$ cat config.mk
export PLATFORM = sky130hd
export DESIGN_NAME = mul_share_arbiter
export DESIGN_NICKNAME = d
export VERILOG_FILES = /design/src/rtl/mul_share_arbiter.sv
export SDC_FILE = /design/constraint.sdc
export NUM_CORES = 1
export LEC_CHECK = 0
export BUFFER_PORTS_ARGS = -buffer_cell sky130_fd_sc_hd__buf_2
export CAP_MARGIN = 0
export CORE_ASPECT_RATIO = 0.5
export CORE_MARGIN = 1
export CORE_UTILIZATION = 30
export CTS_BUF_LIST = sky130_fd_sc_hd__clkbuf_8
export DETAILED_ROUTE_END_ITERATION = 12
export PLACE_DENSITY = 0.66
export SLEW_MARGIN = 0
export SYNTH_ARGS = -nofsm -noshare
export SYNTH_HDL_FRONTEND = slang
export SYNTH_SLANG_ARGS = --single-unit
$ cat constraint.sdc
create_clock -name clk -period 2.29 [get_ports clk]
set_clock_uncertainty 0.2 [all_clocks]
set_input_delay 0.1145 -clock clk [delete_from_list [all_inputs] [get_ports clk]]
set_output_delay 0.1145 -clock clk [all_outputs]
set_load 0.1 [all_outputs]
$ cat src/rtl/mul_share_arbiter.sv
// Round-robin arbiter sharing one int_fp_mul among N_REQ valid/ready requesters.
// Define MODE_SWITCH_BUBBLE_EN to insert one idle cycle before any change of multiplier mode.
module mul_share_arbiter #(
  parameter int N_REQ   = 4,
  parameter int DW      = 16,
  parameter int MUL_LAT = 1
) (
  input  logic                clk,
  input  logic                reset,
  input  logic [N_REQ-1:0]    req_valid,
  output logic [N_REQ-1:0]    req_ready,
  input  logic [N_REQ-1:0]    req_mode,
  input  logic [N_REQ*DW-1:0] req_a,
  input  logic [N_REQ*DW-1:0] req_b,
  output logic [N_REQ-1:0]    rsp_valid,
  input  logic [N_REQ-1:0]    rsp_ready,
  output logic [N_REQ*DW-1:0] rsp_data,
  output logic                mul_mode,
  output logic [DW-1:0]       mul_a,
  output logic [DW-1:0]       mul_b,
  input  logic [DW-1:0]       mul_result,
  output logic                busy
);

  localparam int PW = (N_REQ > 1) ? $clog2(N_REQ) : 1;

  logic [PW-1:0]              rr_ptr_q, rr_ptr_d;
  logic [N_REQ-1:0]           pend_q, pend_d;
  logic [N_REQ-1:0]           rsp_valid_q, rsp_valid_d;
  logic [N_REQ*DW-1:0]        rsp_buf_q, rsp_buf_d;
  logic                       mul_mode_q, mul_mode_d;
  logic [DW-1:0]              mul_a_q, mul_a_d;
  logic [DW-1:0]              mul_b_q, mul_b_d;
  logic [MUL_LAT-1:0]         tag_v_q, tag_v_d;
  logic [MUL_LAT-1:0][PW-1:0] tag_idx_q, tag_idx_d;

  logic [N_REQ-1:0] eligible;
  logic [N_REQ-1:0] rsp_fire;
  logic             grant_valid;
  logic [PW-1:0]    grant_idx;
  logic             stall;
  logic             issue;

  // A requester with a result still in flight or buffered is locked out until its response drains.
  assign eligible = req_valid & ~pend_q;
  assign rsp_fire = rsp_valid_q & rsp_ready;

  // NOTE: every variable written in an always_comb gets a default first, so no path can infer a latch.
  always_comb begin : grant_scan
    logic [PW:0] cand;
    cand        = '0;
    grant_valid = 1'b0;
    grant_idx   = '0;
    for (int k = 0; k < N_REQ; k++) begin
      cand = {1'b0, rr_ptr_q} + (PW+1)'(k);
      if (cand >= (PW+1)'(N_REQ)) cand = cand - (PW+1)'(N_REQ);
      if (!grant_valid && eligible[cand[PW-1:0]]) begin
        grant_valid = 1'b1;
        grant_idx   = cand[PW-1:0];
      end
    end
  end

`ifdef MODE_SWITCH_BUBBLE_EN
  logic last_mode_q, last_mode_d;
  logic bubble_q, bubble_d;

  // The idle cycle is spent once; the following cycle issues even though the mode still differs.
  assign stall       = grant_valid && (req_mode[grant_idx] != last_mode_q) && !bubble_q;
  assign bubble_d    = stall;
  assign last_mode_d = issue ? req_mode[grant_idx] : last_mode_q;

  always_ff @(posedge clk or negedge reset) begin
    if (!reset) begin
      last_mode_q <= 1'b0;
      bubble_q    <= 1'b0;
    end else begin
      last_mode_q <= last_mode_d;
      bubble_q    <= bubble_d;
    end
  end
`else
  assign stall = 1'b0;
`endif

  // Gating with reset keeps req_ready low while the design is held in reset.
  assign issue = grant_valid & ~stall & reset;

  always_comb begin : ready_decode
    req_ready = '0;
    if (issue) req_ready[grant_idx] = 1'b1;
  end

  always_comb begin : next_state
    rr_ptr_d   = rr_ptr_q;
    mul_a_d    = mul_a_q;
    mul_b_d    = mul_b_q;
    mul_mode_d = mul_mode_q;
    if (issue) begin
      mul_a_d    = req_a[grant_idx*DW +: DW];
      mul_b_d    = req_b[grant_idx*DW +: DW];
      mul_mode_d = req_mode[grant_idx];
      rr_ptr_d   = (grant_idx == PW'(N_REQ-1)) ? '0 : grant_idx + 1'b1;
    end

    tag_v_d      = tag_v_q;
    tag_idx_d    = tag_idx_q;
    tag_v_d[0]   = issue;
    tag_idx_d[0] = grant_idx;
    for (int s = 1; s < MUL_LAT; s++) begin
      tag_v_d[s]   = tag_v_q[s-1];
      tag_idx_d[s] = tag_idx_q[s-1];
    end

    pend_d = (pend_q & ~rsp_fire) | req_ready;

    // Capture and handshake can never hit the same index: pend blocks a second operation.
    rsp_valid_d = rsp_valid_q & ~rsp_fire;
    rsp_buf_d   = rsp_buf_q;
    if (tag_v_q[MUL_LAT-1]) begin
      rsp_valid_d[tag_idx_q[MUL_LAT-1]]          = 1'b1;
      rsp_buf_d[tag_idx_q[MUL_LAT-1]*DW +: DW] = mul_result;
    end
  end

  // NOTE: state is updated with non-blocking assignments so every flop samples pre-edge values.
  always_ff @(posedge clk or negedge reset) begin
    if (!reset) begin
      rr_ptr_q    <= '0;
      pend_q      <= '0;
      rsp_valid_q <= '0;
      // NOTE: the response buffers are reset because they drive rsp_data, which must read zero in reset.
      rsp_buf_q   <= '0;
      mul_mode_q  <= 1'b0;
      mul_a_q     <= '0;
      mul_b_q     <= '0;
      tag_v_q     <= '0;
      tag_idx_q   <= '0;
    end else begin
      rr_ptr_q    <= rr_ptr_d;
      pend_q      <= pend_d;
      rsp_valid_q <= rsp_valid_d;
      rsp_buf_q   <= rsp_buf_d;
      mul_mode_q  <= mul_mode_d;
      mul_a_q     <= mul_a_d;
      mul_b_q     <= mul_b_d;
      tag_v_q     <= tag_v_d;
      tag_idx_q   <= tag_idx_d;
    end
  end

  assign rsp_valid = rsp_valid_q;
  assign rsp_data  = rsp_buf_q;
  assign mul_mode  = mul_mode_q;
  assign mul_a     = mul_a_q;
  assign mul_b     = mul_b_q;
  assign busy      = (|tag_v_q) | (|rsp_valid_q);

endmodule
* Yosys cells after proc, flatten, opt, wreduce, memory -nomap -nowiden *
Cells that the tools add are included.

operators by class
  $add $sub $neg = 9
  multipliers = 0
  divide/modulo/power cells = 0
  magnitude comparators = 12
  equality and inequality tests = 1
  shift operators = 4
  mux-type cells = 30
  bitwise gates (word level) = 10
  reductions and logical operators = 9

operators by type and width
  operator                                                number
  indexed part select 64 x 7 -> 16 bit                    2
  bitwise mux 64 bit                                      1
  variable shift 16 x 34 -> 64 bit, first input constant  1
  indexed part select 16 x 34 -> 64 bit                   1
  negator 6 -> 34 bit                                     1
  < comparator 2 x 3 -> 1 bit, second input constant      6
  2-to-1 mux 2 bit                                        9
  AND 4 bit                                               4
  2-to-1 mux 1 bit                                        11
  binary-select mux 1 bit (select 2 bit)                  5
  >= comparator 3 bit, second input constant              3
  2-to-1 mux 4 bit                                        2
  NOT 4 bit                                               2
  bitwise OR 4 bit                                        2
  subtractor 2 x 1 -> 2 bit, second input constant        4
  adder 2 x 2 -> 3 bit, second input constant             2
  logical AND 1 bit                                       5
  demux 1 bit (select 2 bit)                              2
  >= comparator 2 x 1 -> 1 bit, second input constant     2
  OR reduction 4 bit                                      1
  adder 2 x 1 -> 3 bit, second input constant             1
  >= comparator 2 x 3 -> 1 bit, second input constant     1
  logical NOT 1 bit                                       3
  adder 2 x 1 -> 2 bit, second input constant             1
  3 further kinds                                         3

word-level totals
  bits in registers = 110
  latch bits = 0
  bits in writable memories = 0
  ROM bits = 0
  input bits = 158
  output and inout bits = 106
  memories = 0

* Depth between registers and ports, before layout *
  depth after elaboration = 20
  mapped depth = 7
  gate-level depth less buffers = 6

* Least setup slack after synthesis *
OpenSTA, ideal clock, no wires.

  path kind = register to output
  from = register pend_q[0]
  to = output req_ready[0]
  arrival time = 2.794 ns
  setup slack = -0.819 ns
  cell stages (with the launch flop) = 8
  cell sequence = dfrtp_1 -> or4b_4 -> o41ai_2 -> a311oi_4 -> nand2b_4 -> buf_8 -> buf_8 -> nor2_1

on the way
  word-level cells in the longest chain between the ends = 19
  elaborated cells between the ends (all ways) = 31

ends and longest elaborated chain
  what                                                                                               RTL line  source
  from (decl)                                                                                        28        logic [N_REQ-1:0] pend_q, pend_d;
  from (signal assigned)                                                                             141       pend_q <= pend_d;
  NOT 4 bit (*)                                                                                      45        assign eligible = req_valid & ~pend_q;
  AND 4 bit (*)                                                                                      45
  binary-select mux 1 bit (select 2 bit)                                                             57        if (!grant_valid && eligible[cand[PW-1:0]]) begin
  2-to-1 mux 1 bit (implied by the code)                                                             57
  2-to-1 mux 1 bit                                                                                   57
  logical NOT 1 bit                                                                                  57
  logical AND 1 bit                                                                                  57
  2-to-1 mux 1 bit                                                                                   57
  [... 4 more ...]                                                                                   -
  logical AND 1 bit                                                                                  57
  2-to-1 mux 2 bit (*)                                                                               57
  via grant_idx[0]                                                                                   40        logic [PW-1:0] grant_idx;
  < comparator 2 x 3 -> 1 bit (implied by the code) or >= comparator 2 x 1 -> 1 bit (tied branches)  91        if (issue) req_ready[grant_idx] = 1'b1;
  logical AND 1 bit (implied by the code)                                                            91
  2-to-1 mux 1 bit (implied by the code)                                                             91
  demux 1 bit (select 2 bit) (*)                                                                     91
  2-to-1 mux 4 bit (*)                                                                               91
  to (decl)                                                                                          11        output logic [N_REQ-1:0] req_ready,

The timed path passes the listed nets; every way through them passes the cells marked *. The select of a mux whose other input is x is not followed.

* Worst setup path after layout *
  from = register rr_ptr_q[1]
  to = output req_ready[1]

on the way
  word-level cells in the longest chain between the ends = 19
  elaborated cells between the ends (all ways) = 44

ends and longest elaborated chain
  what                                                                                               RTL line  source
  from (decl)                                                                                        27        logic [PW-1:0] rr_ptr_q, rr_ptr_d;
  from (signal assigned)                                                                             140       rr_ptr_q <= rr_ptr_d;
  branches (longest 13 deep; another with adder 2 x 1 -> 3 bit)                                      -
  2-to-1 mux 2 bit (*)                                                                               57
  via grant_idx[0]                                                                                   40
  < comparator 2 x 3 -> 1 bit (implied by the code) or >= comparator 2 x 1 -> 1 bit (tied branches)  91
  logical AND 1 bit (implied by the code)                                                            91
  2-to-1 mux 1 bit (implied by the code)                                                             91
  demux 1 bit (select 2 bit) (*)                                                                     91
  2-to-1 mux 4 bit (*)                                                                               91

Mark *: on every way through the listed nets, which the timed path passes. The select of a mux whose other input is x is not followed.

==> qor.txt <==
==================================================================================
Run status .......................................................... finished with violations
Violated checks ..................................................... negative hold slack, negative setup slack
Crit path largest cell delay ........................................      0.53 ns
Total wire length ...................................................     20500 um
DPL Wire Length .....................................................     11300 um
Clock Root Buffer ................................................... sky130_fd_sc_hd__clkbuf_8
Num CTS Buffers .....................................................            9
Global-route met2 utilization .......................................        0.382
Sequential element share of the synthesized area ....................        0.527
Predominant post-synthesis flop cell ................................ sky130_fd_sc_hd__dfrtp_1
Cells after Synth ...................................................          406
Hold slack ..........................................................  -0.00513 ns
H-tree levels .......................................................            3
Total instance count after detailed placement .......................          893
Overflow left after global routing ..................................            0
Met1 Use GR .........................................................        0.243
DRT antenna net count ...............................................            0
Startpoint type of the worst setup path .............................    flip-flop
WS Path Type ........................................................   reg -> out
Core occupancy in the finished layout ...............................        0.549
Most frequent cell after synthesis .................................. sky130_fd_sc_hd__dfrtp_1
Final WS setup ......................................................    -0.121 ns
Overall via count from detail_route .................................         5384
CP delay by family, top ............................................. simple AND/OR/NAND/NOR gates
Multi-input logic area .............................................. 0.00246 mm^2
Number of clock sinks ...............................................          110
Data arrival, critical path .........................................      2.10 ns
HP Class ............................................................    in -> reg
Number of antenna violations at the first check in global routing ...            0
Maximum frequency from static timing analysis .......................      415 MHz
Wire length of the first global-routing pass ........................     29600 um
Fin. Hold Viols .....................................................            1
Cell-by-cell listing of the critical path ........................... or4b_4 > o41ai_4 > a311oi_4 > buf_4 > and3b_2 > buf_12
Top cell type's share of synthesized area ...........................        0.527
Most heavily used metal layer in global routing .....................         met2
Count of nets after finishing .......................................         1015
DRT iter0 DRCs ......................................................          171
Number of top-level pins ............................................          264
Row cnt .............................................................           33
Antenna cells .......................................................            0
Floorplan Core Area .................................................  0.0167 mm^2
Clock tree from TritonCTS ...........................................         done
Final non-filler cell total .........................................         1080
Async set-reset flop share out of synthesis .........................         1.00
GR Layer Usage met3 .................................................       0.0471
Detail-routed net length per standard cell ..........................      19.0 um
DRT Pass-1 Iters ....................................................            4
Syn Std Cell Area ................................................... 0.00523 mm^2
Top post-synthesis cells by count ................................... sky130_fd_sc_hd__dfrtp_1 (110), sky130_fd_sc_hd__mux2i_1 (66), sky130_fd_sc_hd__a22o_1 (64)
Slowest library cell on the worst path .............................. sky130_fd_sc_hd__or4b_4
Cell taking the most area after synthesis ........................... sky130_fd_sc_hd__dfrtp_1
Signed area change from the synthesized netlist to the final layout .        75.6%
Sort of element at the end of the critical path .....................  output port
CP Max Fanout .......................................................            4
Overall global routing resource usage ...............................        0.214
Number of register bits inferred by synthesis .......................          110
Synthesized net count ...............................................          573
Tightest Pin Transition .............................................     0.582 ns
Unrepaired setup endpoints after global routing .....................         true
Gp weighted congestion ..............................................        0.779
Pre-CTS worst setup slack ...........................................     0.138 ns
Clock network latency to the later pin of the worst-skew pair .......      0.39 ns
Share of cells above drive strength 1 ...............................        0.440
Flip-flop and latch area ............................................ 0.00276 mm^2
CTS Hold Bufs .......................................................          153
Initial Utilization .................................................        0.313
Via density .........................................................         4.99
Maximum clock path buffer count .....................................            2
Period minus WS final ...............................................      2.41 ns
Final period util ...................................................         1.05
Post-synthesis cell type count ......................................           41
Horizontal die dimension ............................................       189 um
Synth top area cells ................................................ sky130_fd_sc_hd__dfrtp_1 (53%), sky130_fd_sc_hd__mux2i_1 (13%), sky130_fd_sc_hd__a22o_1 (11%)
Die Ht ..............................................................      95.3 um
Clock-pin slew on the worst setup and hold paths ....................      0.11 ns
Setup violators final ...............................................            5
Total of buffers placed on input and output ports ...................          263
Number of global-route vias before repair ...........................         5733
Largest net degree at the start of global routing ...................          111
Headroom to the max-slew limit ......................................        0.612
Average cell area after synthesis ...................................    12.9 um^2
Number of max-slew violations in the final report ...................            0
Number of max-capacitance violations reported .......................            0
Number of buffer and inverter stages on the critical path ...........            2
Critical path required time .........................................      1.98 ns
DRC violation count after routing ...................................            0
Die area ............................................................  0.0180 mm^2
Count of warnings emitted by yosys ..................................            0
Filler Cell Count ...................................................         1370
EDFF count, synth ...................................................            0
==================================================================================
-- logic make-up after synthesis --
family,synth area share
buffers and inverters,0.0402
multiplexers,0.126
adder cells (fa/ha/maj),0.0215
flip-flops,0.527
AND/OR/NAND/NOR,0.0732
AO/OA/AOI/OAI,0.212
-- layout by cell type, fill, tap and decap left out, types with 8 or more instances in the layout --
master                          synthesis  routed
sky130_fd_sc_hd__mux2i_1               66      58
sky130_fd_sc_hd__dlygate4sd3_1          0     153
sky130_fd_sc_hd__ha_1                   9       8
sky130_fd_sc_hd__buf_4                  1      26
sky130_fd_sc_hd__buf_12                 1      10
sky130_fd_sc_hd__o221ai_1              18      16
sky130_fd_sc_hd__dfrtp_1              110     108
sky130_fd_sc_hd__inv_1                  9       9
sky130_fd_sc_hd__o221ai_2              15      17
sky130_fd_sc_hd__nand2_1               50      50
sky130_fd_sc_hd__a22o_1                64      64
sky130_fd_sc_hd__buf_2                 12     258
sky130_fd_sc_hd__clkbuf_8               0       9
-- registers in the layout (all words and copies together) (netlist names) --
register / cells
rsp_data: 64
mul_a: 16
mul_b: 16
pend_q: 4
rsp_valid: 4
rr_ptr_q: 2
tag_idx_q: 2
mul_mode: 1
tag_v_q: 1
-- layout make-up --
class                           count  area share
Clock buffer                        9      0.0135
Clock inverter                      7      0.0102
Inverter                           10     0.00436
Multi-Input combinational cell    260       0.268
Sequential cell                   110       0.300
Tap cell                          227      0.0309
Timing Repair Buffer              457       0.373
-- metal layers --
metal | vias up | routed length, um
met3 | 114 | 991
met5 | - | 0
met4 | 0 | 1170
li1 | 2433 | -
met2 | 257 | 10400
met1 | 2580 | 7950
-- worst paths after layout --
kind / from / endpoint / slack, ns / cells past startpoint
setup / recovery: rr_ptr_q[1] / req_ready[1] / -0.12 / 6
hold / removal: reset / pend_q[1] / -0.005 / 3
setup reg to reg: rr_ptr_q[1] / mul_a[13] / -0.06 / 8
hold reg to reg: pend_q[3] / pend_q[3] / 0.28 / 1
max in group asynchronous: reset / rr_ptr_q[1] / 1.12 / 3
min in group asynchronous: reset / rsp_data[3] / 0.34 / 3
-- through the flow --
step | setup TNS, ns | cell area (um^2)
detailed placement | 0 | 7030
CTS | -0.403 | 8920
global placement | 0 | 7030
finish | -0.391 | 9180
global route | -1.16 | 9180
floorplan | -0.0740 | 5250
-- tightest hold or removal path, cell delays in order --
cell and delay [ns]:
sky130_fd_sc_hd__buf_4 0.10, sky130_fd_sc_hd__and3b_2 0.24, sky130_fd_sc_hd__a21o_1 0.10
-- timing repair --
item	4_1_cts	5_1_grt
endpoints found under the setup margin	4	33
gates cloned	1	6
gates resized for setup	8	25
buffers inserted	10	2
pin swaps	4	14
hold endpoints to repair	217	1
Power is not shown: default switching activity piles up to over one toggle a cycle in this logic, so the estimate is an artifact.
